--- src/rtl/metric_sequencer_pkg.sv ---
// Shared state encoding and default geometry for the path-metric sequencer,
// matched to the metric memory depth and survivor RAM width.
package metric_sequencer_pkg;

  typedef enum logic [1:0] {
    ST_IDLE  = 2'd0,
    ST_RUN   = 2'd1,
    ST_DRAIN = 2'd2,
    ST_SWAP  = 2'd3
  } ms_state_e;

  localparam int N_ITER_DEF         = 64;
  localparam int WD_FSM_DEF         = 6;
  localparam int WD_RAM_ADDRESS_DEF = 11;

endpackage

--- src/rtl/metric_sequencer_acs.sv ---
// acs_delay_line: (valid, address) shift register that aligns metric write
// strobes with the ACS pipeline result.
module acs_delay_line #(
  parameter int DEPTH = 1,
  parameter int W     = 6
) (
  input  logic         clk,
  input  logic         clr,
  input  logic         in_valid,
  input  logic [W-1:0] in_addr,
  output logic         out_valid,
  output logic [W-1:0] out_addr
);

  logic [DEPTH-1:0] valid_q;
  logic [W-1:0]     addr_q [DEPTH];

  always_ff @(posedge clk) begin
    if (clr) begin
      valid_q <= '0;
      for (int k = 0; k < DEPTH; k++) addr_q[k] <= '0;
    end else begin
      valid_q[0] <= in_valid;
      addr_q[0]  <= in_addr;
      for (int k = 1; k < DEPTH; k++) begin
        valid_q[k] <= valid_q[k-1];
        addr_q[k]  <= addr_q[k-1];
      end
    end
  end

  assign out_valid = valid_q[DEPTH-1];
  assign out_addr  = addr_q[DEPTH-1];

endmodule

--- src/rtl/metric_sequencer.sv ---
// Per-symbol trellis pass sequencer: predecessor-pair reads, delayed metric
// writes, A/B block swap, survivor row pointer and traceback trigger.
module metric_sequencer
  import metric_sequencer_pkg::*;
#(
  parameter int N_ITER         = N_ITER_DEF,
  parameter int WD_FSM         = WD_FSM_DEF,
  parameter int ACS_LAT        = 1,
  parameter int WD_RAM_ADDRESS = WD_RAM_ADDRESS_DEF,
  parameter int TB_LEN         = 32
) (
  input  logic                      Clock1,
  input  logic                      Reset,
  input  logic                      SymValid,
  output logic                      SymReady,
  output logic [WD_FSM-2:0]         MMReadAddress,
  output logic [WD_FSM-1:0]         MMWriteAddress,
  output logic                      Active,
  output logic                      MMBlockSelect,
  output logic [WD_RAM_ADDRESS-1:0] SurvivorAddress,
  output logic                      SymbolDone,
  output logic                      TracebackStart,
  output logic [1:0]                DebugState
);

  localparam int SYM_W = $clog2(TB_LEN);

  // Handshake: a symbol is accepted on the rising edge where SymValid and
  // SymReady are both high; SymValid is ignored whenever SymReady is low.
  ms_state_e             state_q, state_d;
  logic [WD_FSM-1:0]     cnt_q;
  logic [WD_FSM-1:0]     cnt_inc;
  logic [WD_FSM-2:0]     rd_addr_q;
  logic                  sym_ready_q;
  logic                  sym_done_q;
  logic                  tb_start_q;
  logic                  blk_sel_q;
  logic [WD_RAM_ADDRESS-1:0] surv_q;
  logic [SYM_W-1:0]      sym_cnt_q;
  logic                  dl_valid;
  logic [WD_FSM-1:0]     dl_addr;

  assign cnt_inc = cnt_q + 1'b1;

  always_comb begin
    state_d = state_q;
    unique case (state_q)
      ST_IDLE:  if (SymValid) state_d = ST_RUN;
      ST_RUN:   if (cnt_q == WD_FSM'(N_ITER - 1)) state_d = ST_DRAIN;
      ST_DRAIN: if (cnt_q == WD_FSM'(ACS_LAT - 1)) state_d = ST_SWAP;
      ST_SWAP:  state_d = ST_IDLE;
      default:  state_d = ST_IDLE;
    endcase
  end

  always_ff @(posedge Clock1) begin
    if (Reset) begin
      state_q     <= ST_IDLE;
      cnt_q       <= '0;
      rd_addr_q   <= '0;
      sym_ready_q <= 1'b1;
      sym_done_q  <= 1'b0;
      tb_start_q  <= 1'b0;
      blk_sel_q   <= 1'b0;
      surv_q      <= '0;
      sym_cnt_q   <= '0;
    end else begin
      state_q     <= state_d;
      sym_ready_q <= (state_d == ST_IDLE);
      sym_done_q  <= (state_d == ST_SWAP);
      tb_start_q  <= 1'b0;
      unique case (state_q)
        ST_IDLE: begin
          if (state_d == ST_RUN) begin
            cnt_q     <= '0;
            rd_addr_q <= '0;
          end
        end
        ST_RUN: begin
          if (state_d == ST_DRAIN) begin
            cnt_q <= '0;
          end else begin
            cnt_q     <= cnt_inc;
            // States s and s+N/2 share predecessor pair s mod N/2.
            rd_addr_q <= cnt_inc[WD_FSM-2:0];
          end
        end
        ST_DRAIN: begin
          cnt_q <= cnt_inc;
          if (state_d == ST_SWAP) begin
            blk_sel_q <= ~blk_sel_q;
            surv_q    <= surv_q + 1'b1;
            if (sym_cnt_q == SYM_W'(TB_LEN - 1)) begin
              sym_cnt_q  <= '0;
              tb_start_q <= 1'b1;
            end else begin
              sym_cnt_q <= sym_cnt_q + 1'b1;
            end
          end
        end
        ST_SWAP: cnt_q <= '0;
        default: cnt_q <= '0;
      endcase
    end
  end

  // The delay line taps the read currently being issued, so each write lands
  // exactly ACS_LAT cycles after its read address.
  acs_delay_line #(
    .DEPTH (ACS_LAT),
    .W     (WD_FSM)
  ) u_acs_delay (
    .clk       (Clock1),
    .clr       (Reset),
    .in_valid  (state_q == ST_RUN),
    .in_addr   (cnt_q),
    .out_valid (dl_valid),
    .out_addr  (dl_addr)
  );

  assign SymReady        = sym_ready_q;
  assign MMReadAddress   = rd_addr_q;
  assign MMWriteAddress  = dl_addr;
  assign Active          = dl_valid;
  assign MMBlockSelect   = blk_sel_q;
  assign SurvivorAddress = surv_q;
  assign SymbolDone      = sym_done_q;
  assign TracebackStart  = tb_start_q;
  assign DebugState      = state_q;

endmodule
--- config.mk ---
export PLATFORM = sky130hd
export DESIGN_NAME = metric_sequencer
export DESIGN_NICKNAME = d
export VERILOG_FILES = /design/src/rtl/metric_sequencer_pkg.sv /design/src/rtl/metric_sequencer_acs.sv /design/src/rtl/metric_sequencer.sv
export SDC_FILE = /design/constraint.sdc
export NUM_CORES = 1
export LEC_CHECK = 0
export ABC_AREA = 1
export CAP_MARGIN = 20
export CORE_UTILIZATION = 47
export CTS_CLUSTER_DIAMETER = 100
export DETAILED_ROUTE_END_ITERATION = 10
export PLACE_DENSITY_LB_ADDON = 0.3
export SYNTH_ARGS = -nofsm -noshare
export SYNTH_HDL_FRONTEND = slang
export SYNTH_HIERARCHICAL = 1
export SYNTH_SLANG_ARGS = --single-unit
--- constraint.sdc ---
create_clock -name Clock1 -period 1.55 [get_ports Clock1]
set_input_delay 0.31 -clock Clock1 [delete_from_list [all_inputs] [get_ports Clock1]]
set_output_delay 0.31 -clock Clock1 [all_outputs]
set_load 0.01 [all_outputs]
; Yosys cells after proc, flatten, opt, wreduce, memory -nomap -nowiden
; Memory sizes are Yosys's and may differ from the RTL's.
; Index checks and enable logic that the tools add are counted.
[totals]
output_inout_bits = 29
n_memories = 1
mem_bits_rw = 6
mem_bits_ro = 0
latchBits = 0
regBits = 34
inputBits = 3
[op_classes]
shifts = 0
eq_ne = 10
mul = 0
n_reduce_logical = 8
bitwise_logic = 3
div_mod_pow = 0
addsub = 3
muxes = 17
order_cmp = 0
[memory_table]
columns = memory, words, width, rd, rd_clocked_by_memory_dff, write_ports, line
row1 = u_acs_delay.addr_q, 1, 6, 1, 0, 1, metric_sequencer_acs.sv:16  ; logic [W-1:0] addr_q [DEPTH];
[op_table]
columns = cell, n
row1 = $pmux W6 S4, 1
row2 = $mux W6, 3
row3 = $mux W5, 3
row4 = $add A11 B1 Y11 const B, 1
row5 = $pmux W5 S2, 1
row6 = $eq A2 B2 Y1 const B, 4
row7 = $pmux W2 S4, 1
row8 = $add A6 B1 Y6 const B, 1
row9 = $eq A6 B6 Y1 const B, 1
row10 = $logic_not A6 Y1, 1
row11 = $mux W2, 3
row12 = $reduce_or A6 Y1, 1
row13 = $add A5 B1 Y5 const B, 1
row14 = $eq A5 B5 Y1 const B, 1
row15 = $mux W1, 5
row16 = $eq A2 B1 Y1 const B, 2
row17 = $logic_not A2 Y1, 2
row18 = $ne A2 B2 Y1 const B, 2
row19 = $not A1 Y1, 3
row20 = $reduce_and A3 Y1, 1
row21 = $reduce_or A3 Y1, 1
row22 = $reduce_and A2 Y1, 1
row23 = $reduce_bool A2 Y1, 1

; Depth between registers and ports, before layout
; Gate-level depths: netlist (run 1).
[logic_depth]
depth_word = 6
ltp_mapped = 15
ltp_nobuf = 14

; Hierarchy
; The synthesis (run 1) kept the hierarchy.
[modules_own_cells]
columns = mod, seq_area_each_um2, cells_per_inst, area_per_inst_um2, n_inst
row1 = metric_sequencer, 660.6, 246, 1754.2, 1
row2 = acs_delay_line, 140.1, 21, 192.7, 1

; Worst setup path before layout (run 1)
; No wires, ideal clock.
[synth_path]
path_type = reg-to-reg
start = reg state_q[1], in the netlist DebugState[1]
end = reg rd_addr_q[4], in the netlist MMReadAddress[4]
arrival_ns = 1.649
path_stages_with_launch = 14
synth_period_minus_slack_ns = 1.758
setup_slack_ns = -0.208
setup_time_ns = 0.110
cell_sequence = dfxtp_1 -> inv_1 -> ha_1 -> buf_6 -> nand2_1 -> nor2_1 -> nor2_2 -> nand2_2 -> nand2_2 -> o21ai_4 -> buf_6 -> nand3_1 -> nand2_1 -> nor2_1
[synth_via]
elab_chain_len = 5
word_cells_on_any_way = 15
[synth_lines]
columns = element, line
row1 = start: declaration, metric_sequencer.sv:30  ; ms_state_e state_q, state_d;
row2 = start signal: assignment, metric_sequencer.sv:68  ; state_q <= state_d;
row3 = $eq A2 B2 Y1 (tied with other cells), metric_sequencer.sv:47  ; unique case (state_q)
row4 = $pmux W2 S4, metric_sequencer.sv:47
row5 = $eq A2 B2 Y1 or $eq A2 B1 Y1 (tied branches), "metric_sequencer.sv:80, metric_sequencer.sv:74"
row6 = $ne A2 B2 Y1 (no source line), -
row7 = $reduce_and A3 Y1 (no source line), -
row8 = end signal: assignment, metric_sequencer.sv:85  ; rd_addr_q <= cnt_inc[WD_FSM-2:0];
row9 = end: declaration, metric_sequencer.sv:33  ; logic [WD_FSM-2:0] rd_addr_q;
; Several ways; a longest one is shown, not always the timed one.
; A chain may end at the register's enable or synchronous reset.

; Worst setup path in the final report (run 1)
[layout_path]
start = reg cnt_q[1]
end = reg rd_addr_q[4], in the netlist MMReadAddress[4]
[layout_via]
elab_chain_len = 6
word_cells_on_any_way = 13
[layout_lines]
columns = element, line
row1 = start: declaration, metric_sequencer.sv:31  ; logic [WD_FSM-1:0] cnt_q;
row2 = start signal: assignment, metric_sequencer.sv:83  ; cnt_q <= cnt_inc;
row3 = start signal: assignment, metric_sequencer.sv:89  ; cnt_q <= cnt_inc;
row4 = $eq A6 B6 Y1 or $logic_not A6 Y1 (tied branches), "metric_sequencer.sv:49, metric_sequencer.sv:50"
row5 = $mux W2 (on tied branches), "metric_sequencer.sv:49, metric_sequencer.sv:50"
row6 = $pmux W2 S4, metric_sequencer.sv:47
row7 = $eq A2 B2 Y1 or $eq A2 B1 Y1 (tied branches), "metric_sequencer.sv:80, metric_sequencer.sv:74"
row8 = $ne A2 B2 Y1 (no source line), -
row9 = $reduce_and A3 Y1 (no source line), -
; Several ways; a longest one is shown, not always the timed one. The select of a mux whose other input is x is not followed.

==> impl_metrics.toml, run 1 <==
[status]
status = "finished, violations left"
violations = "negative setup slack"

[global_route]
grt_max_degree = 19
grt_pass1_wl_mm = 7.631
grtUsageTotal_pct = 22.86
grt_overflow_total = 0
antenna_found_initial = 0
grt_pass1_vias = 1774

[critical_path]
setup.reg_to_reg.worst_slack_ps = -300
rr_worst_depth = 12
crit_start = "cnt_q[1]"
cpPeakStageDelay_ps = 370
cp.depth = 12
crit_end = "MMReadAddress[4]"
critPathSlowestCell = "dfxtp_4"
cp.required_ps = 1750
critical_path_source_type = "register"
crit_path_frequent_cell = "nor2_2"
timing.rr.start = "cnt_q[1]"
largest_fanout_on_the_critical_path = 4
worstPathCellList = "ha_4 -> nand3_4 -> nor2_2 -> nor2_2 -> nor2_2 -> nand2_2 -> nand2_4 -> o21ai_4 -> clkbuf_16 -> nand3_2 -> nand2_1 -> nor2_1"
worst-endpoint-arrival_ps = 2040
cp-end-kind = "register"
path_class = "reg -> reg"
cp.buffers_inverters = 1
rr_endpoint = "MMReadAddress[4]"
critPathTopFamily = "simple AND/OR/NAND/NOR gates"

[power_and_ir_drop]
power.clock.fraction_pct = 13.0
power_per_cell_area_mw_per_mm2 = 1872
static-leakage-power_nw = 1.277
power_frac_comb_pct = 63.2
net-switching-power_w = 0.002324
report.power.total_w = 0.005618
share_seq_of_total_power_pct = 23.8
internal_power_w = 0.003294
power.share.switching_pct = 41.37
vdd.ir_drop.worst_uv = 1373

[routing]
drcViolationCount = 0
drt-vias-per-instance = 5.079
drtIter0Drc = 167
post_drt_wl_per_cell_um = 13.27
drtAntennaViolNets = 0
detail_route.first_pass.iterations = 7
final_wirelength_mm = 5.201
num_vias = 1991

[synthesis]
post_synth_instance_area_mm2 = 0.001947
yosys_register_bits = 40
synth_nets = 279
syn_inst = 267
netlist-cell-type-count = 30
synth_area_per_cell_um2 = 7.292
yosys_warnings = 6
synth_largest_type_area_fraction_pct = 41.13
synth_seq_area_share_pct = 41.13
synth_area_leader_cell = "dfxtp_1"
post_synth_main_area_contributors = "dfxtp_1, nand2_1, inv_1"

[timing]
timing.final.crit_period_ps = 1848
fin_crit_sh_pct = 119.2
setup_repair_after_global_routing_missed_its_margin = "yes"
slew-limit-headroom_pct = 69.21
worstMarginPinSlew_ps = 460.9
final.hold.worst_slack_ps = 453.6
timing.final.max_slew_violations = 0
final.setup.worst_slack_ps = -297.6
clock_skew_ps = 10.57
hold_viol = 0
max_freq_mhz = 541.2
finalSetupViolations = 32

[place]
dpl.hpwl_mm = 3.143
dp_worst_setup_slack_ps = -336.3
routabilityCongestion = 0.9238
buffer_ports.inserted = 31

[die]
die-height_um = 66.36
placementRows = 23
initial_core_util_pct = 48.67
pin_count = 32
die_area_mm2 = 0.004404
core_area_mm2 = 0.004000
die_width_um = 66.36

[worst_hold_path]
hold_class = "reg -> reg"

[clock_network]
cts_buffer_depth = 2
tritoncts_buffer_count = 5
clkSlewWorstSetupHoldPaths_ps = 80
clock-root-buffer = "clkbuf_8"
tritoncts = "done"
tritoncts_num_sinks = 40
clock_tree.htree_level_count = 2
cts-hold-fix-buffers = 0
clk-insertion-delay-late_ps = 300

[final_layout]
layout_commonest_cell = "nand2_1"
areaGrowthSynthToFinish_pct = 54.11
most-common-layout-cells = "nand2_1, inv_1, dfxtp_1"
multi_input_comb_area_mm2 = 0.001152
num-nets-final = 353
post_route_cells_drive_above_1_share_pct = 30.41
ff_latch_area_um2 = 818.3
nFillCells = 269
antenna-diode-count = 0

[job]
maxCapViolCount = 0
## tightest hold or removal path: cells and delay by family (launching register included)
family,cells,cell delay [ps]
simple gates,1,30
flops,1,340
buf+inv,1,60
## registers in the layout, indices dropped and copies added (netlist names)
name	cells
cnt_q	6
DebugState	2
sym_cnt_q	5
SymbolDone	1
SurvivorAddress	11
TracebackStart	1
SymReady	1
MMBlockSelect	1
u_acs_delay/addr_q	6
u_acs_delay/out_valid	1
MMReadAddress	5
## power groups by stage
stage | clock, W | combinational (W) | sequential [W]
after detailed placement | 0 | 0.00238 | 0.00135
after global placement | 0 | 0.00234 | 0.00134
after CTS | 0.000739 | 0.00286 | 0.00133
after floorplan | 0 | 0.00145 | 0.00141
final | 0.000730 | 0.00355 | 0.00134
after global routing | 0.000787 | 0.00380 | 0.00136
## logic make-up after synthesis
kind of cell / share of synthesized area (%)
AO/OA/AOI/OAI: 10.22
flip-flops: 41.13
adder cells (fa/ha/maj): 5.784
AND/OR/NAND/NOR: 28.09
buffers and inverters: 11.18
XOR/XNOR: 3.599
## metrics by stage
| step | utilization [%] | std cells | setup TNS, ps | cell area (um^2) |
|---|---|---|---|---|
| 2_1_floorplan | - | 267 | -1115 | 1984 |
| 3_3_place_gp | 63.72 | 371 | -6151 | 2549 |
| 3_5_place_dp | 63.72 | 371 | -7240 | 2549 |
| 4_1_cts | 69.22 | 386 | -3591 | 2769 |
| 5_1_grt | 75.01 | 392 | -9861 | 3000 |
| 6_report | 75.01 | 392 | -6537 | 3000 |
## layer usage
layer	track usage (%)	routed length, um
met3	5.000	219
met2	41.20	2693
met1	26.02	2158
met5	0	0
met4	8.511	129
## layout make-up
class / count / share of cell area (%)
well taps: 50 / 2.085
flip-flops and latches: 40 / 27.27
clock buffers: 7 / 2.877
clock inverters: 1 / 0.2085
inverters: 45 / 5.880
repair buffers: 73 / 23.27
multi-input cells: 176 / 38.41
## cells in the mapped netlist
| master | instances |
|---|---|
| nand2_1 | 51 |
| inv_1 | 44 |
| dfxtp_1 | 40 |
| nor2_1 | 34 |
| nand3_1 | 15 |
| a21oi_1 | 14 |
| o21ai_0 | 14 |
| ha_1 | 9 |
| nor3_1 | 9 |
| nand2_2 | 6 |
| xor2_1 | 6 |
| buf_2 | 3 |
| nor3b_1 | 3 |
| buf_6 | 2 |
| xnor2_1 | 2 |
| a21oi_4 | 1 |
| a31oi_1 | 1 |
| and3_1 | 1 |
| buf_4 | 1 |
| clkbuf_1 | 1 |
| clkinv_1 | 1 |
| nand3_2 | 1 |
| nand4_1 | 1 |
| nand4_2 | 1 |
| nor2_2 | 1 |
| nor4_1 | 1 |
| o211ai_1 | 1 |
| o21ai_1 | 1 |
| o21ai_4 | 1 |
| o21bai_1 | 1 |
## repair_timing
| item | 4_1_cts | 5_1_grt |
|---|---|---|
| cloned | 2 | 2 |
| gates resized for setup | 23 | 55 |
| setup buffers | 5 | 5 |
| setup endpoints to repair | 37 | 37 |
| hold endpoints to repair | 0 | 0 |
| pin swaps | 4 | 21 |
## worst min path at each step
stage                  start                        to  slack, ps  cells after the start
floorplan              Reset     u_acs_delay/out_valid        380                      1
global placement    cnt_q[4]  u_acs_delay/addr_q[0][4]        440                      2
detailed placement  cnt_q[4]  u_acs_delay/addr_q[0][4]        440                      2
CTS                 cnt_q[4]  u_acs_delay/addr_q[0][4]        440                      2
global route        cnt_q[4]  u_acs_delay/addr_q[0][4]        490                      2
finish              cnt_q[4]  u_acs_delay/addr_q[0][4]        450                      2
Power figures use the tool's default switching activity.
==> inputs of run 2 (changes only) <==
--- a/config.mk
+++ b/config.mk
@@ -7,7 +7,7 @@
 export LEC_CHECK = 0
 export ABC_AREA = 1
 export CAP_MARGIN = 20
-export CORE_UTILIZATION = 47
+export CORE_UTILIZATION = 50
 export CTS_CLUSTER_DIAMETER = 100
 export DETAILED_ROUTE_END_ITERATION = 10
 export PLACE_DENSITY_LB_ADDON = 0.3
==> constraint.sdc (replaced) <==
create_clock -name Clock1 -period 2.4 [get_ports Clock1]
set_input_delay 0.48 -clock Clock1 [delete_from_list [all_inputs] [get_ports Clock1]]
set_output_delay 0.48 -clock Clock1 [all_outputs]
set_load 0.01 [all_outputs]
==> impl_metrics.toml, run 2 (synthesized netlist as in run 1, its figures left out) <==
[status]
status = "completed"

[final_layout]
areaGrowthSynthToFinish_pct = 23.59
layout_commonest_cell = "nand2_1"
antenna-diode-count = 0
num-nets-final = 314
final_cell_count_no_fill = 351
largest_register_ff_count = 11
most-common-layout-cells = "nand2_1, inv_1, dfxtp_1"
post_route_cells_drive_above_1_share_pct = 7.261

[critical_path]
critPathSlowestCell = "o21ai_4"
worst-endpoint-arrival_ps = 2160
cp.required_ps = 2630
critPathTopFamily = "simple AND/OR/NAND/NOR gates"
largest_fanout_on_the_critical_path = 17
worstPathCellList = "ha_1 -> nand3_2 -> nor2_1 -> nor2_1 -> nor2_2 -> nand2_2 -> nand2_2 -> o21ai_4 -> nand2_2 -> nand2_1 -> clkinv_1 -> nor2_1"
path_class = "reg -> reg"
cp-end-kind = "register"
cpPeakStageDelay_ps = 380
cp.buffers_inverters = 1
critical_path_source_type = "register"

[clock_network]
tritoncts_buffer_count = 5
cts-hold-fix-buffers = 0
ctsResizeCount = 0
clk-insertion-delay-late_ps = 290
tritoncts_num_sinks = 40
cts_buffer_depth = 2
cts_setup_buffers = 0
tritoncts = "done"
clkSlewWorstSetupHoldPaths_ps = 70
clock-root-buffer = "clkbuf_8"
clock_tree.htree_level_count = 2

[timing]
max_freq_mhz = 519.9
setup_repair_after_global_routing_missed_its_margin = "no"
timing.final.crit_period_ps = 1923
clock_skew_ps = 3.721
setup_tns_ps = 0
final.hold.worst_slack_ps = 468.7
slew-limit-headroom_pct = 71.50
final.setup.worst_slack_ps = 476.6
hold_viol = 0
timing.final.max_slew_violations = 0
finalSetupViolations = 0
worstMarginPinSlew_ps = 425.9
fin_crit_sh_pct = 80.14

[global_route]
grtUsageTotal_pct = 19.83
grt_pass1_wl_mm = 6.327
antenna_found_initial = 0
grt_max_degree = 21
grt_overflow_total = 0
grt_pass1_vias = 1505

[place]
post-place-cells = 343
buffer_ports.inserted = 31
dpl.hpwl_mm = 2.655
dp_worst_setup_slack_ps = 263.5
routabilityCongestion = 0.8420

[routing]
drtAntennaViolNets = 0
drcViolationCount = 0
drt-vias-per-instance = 4.863
detail_route.first_pass.iterations = 4
drtIter0Drc = 100
post_drt_wl_per_cell_um = 10.58
num_vias = 1707
final_wirelength_mm = 3.713

[worst_hold_path]
hold_class = "reg -> reg"

[die]
core_area_mm2 = 0.003689
placementRows = 22
pin_count = 32
die-height_um = 64.40
die_width_um = 64.40
die_area_mm2 = 0.004147
initial_core_util_pct = 52.78

[power_and_ir_drop]
power_per_cell_area_mw_per_mm2 = 1078
static-leakage-power_nw = 0.9500
vdd.ir_drop.worst_uv = 813.8

[job]
maxCapViolCount = 0
==> run 2: cell count changes in the layout (fill, tap and decap cells not counted), sizes merged <==
cell           delta
buf              -37
bufinv            +1
clkbuf            -2
clkdlybuf4s50     +8
clkinv            +1
dlygate4sd2       -4
dlymetal6s2s      -4
inv               -1
nand4             -1
==> run 2: path summary, 6_finish.rpt <==
check,end,depth (start not counted),startpoint,slack [ps]
max reg2reg,MMReadAddress[3],12,cnt_q[1],480
min,u_acs_delay/addr_q[0][0],2,cnt_q[0],470
min reg2reg,u_acs_delay/addr_q[0][0],2,cnt_q[0],470
max,MMReadAddress[3],12,cnt_q[1],480
==> run 2: tightest hold or removal path, delay by kind of cell, from the launching register on <==
family	cells	cell delay, ps
buffers and inverters	1	60
and+or+nand+nor	1	30
DFF	1	340
==> run 2: power by group <==
part           internal, W  total (W)  switching, W
Clock             0.000308   0.000539      0.000231
Sequential        0.000773   0.000850     0.0000769
Combinational     0.000472    0.00120      0.000733
==> run 2: through the flow <==
step | util (%) | area (um^2) | power (W)
floorplan | - | 1947 | 0.001792
global placement | 62.31 | 2298 | 0.002032
detailed placement | 62.31 | 2298 | 0.002056
CTS | 65.23 | 2406 | 0.002611
global route | 65.23 | 2406 | 0.002803
finish | 65.23 | 2406 | 0.002594
==> run 2: final cells by class <==
type / instances / area (um^2)
fillers: 336 / 1282
multi-input cells: 175 / 928.4
repair buffers: 35 / 340.3
clock buffers: 6 / 72.57
clock inverters: 2 / 35.03
inverters: 45 / 168.9
well taps: 48 / 60.06
flip-flops and latches: 40 / 800.8
==> run 2: routing by layer <==
metal  track usage, %  share of wire, %
met1            24.84                49
met2            31.71                44
met3            4.643               4.9
met4            9.722               2.5
met5                0                 0
==> inputs of run 3 (changes only) <==
==> constraint.sdc (replaced) <==
create_clock -name Clock1 -period 1.9 [get_ports Clock1]
set_input_delay 0.38 -clock Clock1 [delete_from_list [all_inputs] [get_ports Clock1]]
set_output_delay 0.38 -clock Clock1 [all_outputs]
set_load 0.01 [all_outputs]
==> impl_metrics.toml, run 3 (synthesized netlist as in run 1, its figures left out) <==
[critical_path]
cp-end-kind = "register"
timing.rr.start = "DebugState[1]"
cp.buffers_inverters = 3
critPathSlowestCell = "dfxtp_2"
critical_path_source_type = "register"
cpPeakStageDelay_ps = 340
worstPathCellList = "inv_1 -> ha_1 -> nand2_1 -> nor2_1 -> nor2_2 -> nand2_2 -> nand2_2 -> o21ai_4 -> buf_4 -> nand2_4 -> nand2_1 -> clkinv_1 -> nor2_1"
largest_fanout_on_the_critical_path = 5
cp.required_ps = 2130
setup.reg_to_reg.worst_slack_ps = 100
cp.depth = 13
rr_endpoint = "MMReadAddress[3]"
rr_worst_depth = 13
crit_end = "MMReadAddress[3]"
critPathTopFamily = "simple AND/OR/NAND/NOR gates"
worst-endpoint-arrival_ps = 2030
path_class = "reg -> reg"
crit_start = "DebugState[1]"

[final_layout]
largest_register_ff_count = 11
antenna-diode-count = 0
areaGrowthSynthToFinish_pct = 31.30
layout_commonest_cell = "nand2_1"
num-nets-final = 327
post_route_cells_drive_above_1_share_pct = 13.92
final_area_mm2 = 0.002556
most-common-layout-cells = "nand2_1, inv_1, dfxtp_1"

[clock_network]
clock_tree.htree_level_count = 2
clkSlewWorstSetupHoldPaths_ps = 70
tritoncts_buffer_count = 5
tritoncts = "done"
tritoncts_num_sinks = 40
clk-insertion-delay-late_ps = 300
clock-root-buffer = "clkbuf_8"
cts_buffer_depth = 2
cts-hold-fix-buffers = 0

[power_and_ir_drop]
static-leakage-power_nw = 1.031
vdd.ir_drop.worst_uv = 955.4
power_per_cell_area_mw_per_mm2 = 1457

[routing]
post_drt_wl_per_cell_um = 10.87
drcViolationCount = 0
drtIter0Drc = 73
detail_route.first_pass.iterations = 4
num_vias = 1722
drt-vias-per-instance = 4.731
drtAntennaViolNets = 0
final_wirelength_mm = 3.958

[timing]
finalSetupViolations = 0
final.setup.worst_slack_ps = 101.5
worstMarginPinSlew_ps = 357.9
clock_skew_ps = 3.992
slew-limit-headroom_pct = 75.92
hold_viol = 0
max_freq_mhz = 556.0
timing.final.max_slew_violations = 0
fin_crit_sh_pct = 94.66
timing.final.crit_period_ps = 1798

[place]
routabilityCongestion = 0.8670
placedInstanceArea_mm2 = 0.002371
dp_worst_setup_slack_ps = -96.67
buffer_ports.inserted = 31
dpl.hpwl_mm = 2.858

[global_route]
grt_pass1_vias = 1685
grt_pass1_wl_mm = 6.982
grtUsageTotal_pct = 21.87
grt_overflow_total = 0
grt_max_degree = 18
antenna_found_initial = 0

[die]
pin_count = 32
die_area_mm2 = 0.004147
placementRows = 22
die_width_um = 64.40
core_area_mm2 = 0.003689
die-height_um = 64.40
initial_core_util_pct = 52.78

[job]
maxCapViolCount = 0

[worst_hold_path]
hold_class = "reg -> reg"

[status]
status = "completed"
[run 3: cell type report]
type	instances	area, um^2
Fill cell	334	1132
Multi-Input combinational cell	175	944.7
Sequential cell	40	805.8
Timing Repair Buffer	48	450.4
Inverter	45	168.9
Clock buffer	7	96.34
Tap cell	48	60.06
Clock inverter	1	30.03
[run 3: power breakdown]
group / internal (W) / switching [W] / leakage, nW / total, W
Combinational: 0.000847 / 0.00104 / 0.640 / 0.00189
Sequential: 0.000984 / 0.0000952 / 0.327 / 0.00108
Clock: 0.000463 / 0.000292 / 0.0645 / 0.000755
[run 3: how the worst min path moves through the flow]
stage | startpoint | to | slack, ps | depth (start not counted)
after global routing | cnt_q[0] | u_acs_delay/addr_q[0][0] | 480 | 2
after detailed placement | sym_cnt_q[4] | sym_cnt_q[4] | 470 | 2
final | cnt_q[0] | u_acs_delay/addr_q[0][0] | 460 | 2
after CTS | sym_cnt_q[4] | sym_cnt_q[4] | 480 | 2
after floorplan | cnt_q[0] | u_acs_delay/addr_q[0][0] | 430 | 2
after global placement | cnt_q[0] | u_acs_delay/addr_q[0][0] | 450 | 2
[run 3: per-stage QoR]
| step | total power (W) | cells | util [%] | hold slack [ps] | TNS (ps) |
|---|---|---|---|---|---|
| 4_1_cts | 0.003632 | 363 | 68.52 | 478.2 | 0 |
| 3_5_place_dp | 0.002709 | 351 | 64.28 | 467.5 | -589.0 |
| 2_1_floorplan | 0.002264 | 267 | - | 433.6 | 0 |
| 5_1_grt | 0.004003 | 364 | 69.30 | 483.0 | -51.54 |
| 6_report | 0.003725 | 364 | 69.30 | 463.3 | 0 |
| 3_3_place_gp | 0.002668 | 351 | 64.28 | 454.1 | -329.0 |
[run 3: worst min-delay path: stages (launching register included)]
cell and delay (ps):
dfxtp_2 340, inv_1 50, nor2_1 40
[run 3: timing repair]
action | CTS | global route
buffers inserted | 4 | 1
gates resized for setup | 0 | 11
pin swaps | 1 | 1
hold endpoints to repair | 0 | 0
setup endpoints to repair | 2 | 16
[run 3: layer usage]
metal | wire length [um] | track usage, % | share of wire (%) | up-vias
li1 | - | - | - | 931
met1 | 1899 | 26.40 | 48 | 748
met2 | 1810 | 35.26 | 46 | 36
met3 | 173 | 6.071 | 4.4 | 7
met4 | 74 | 11.11 | 1.9 | 0
met5 | 0 | 0 | 0 | -
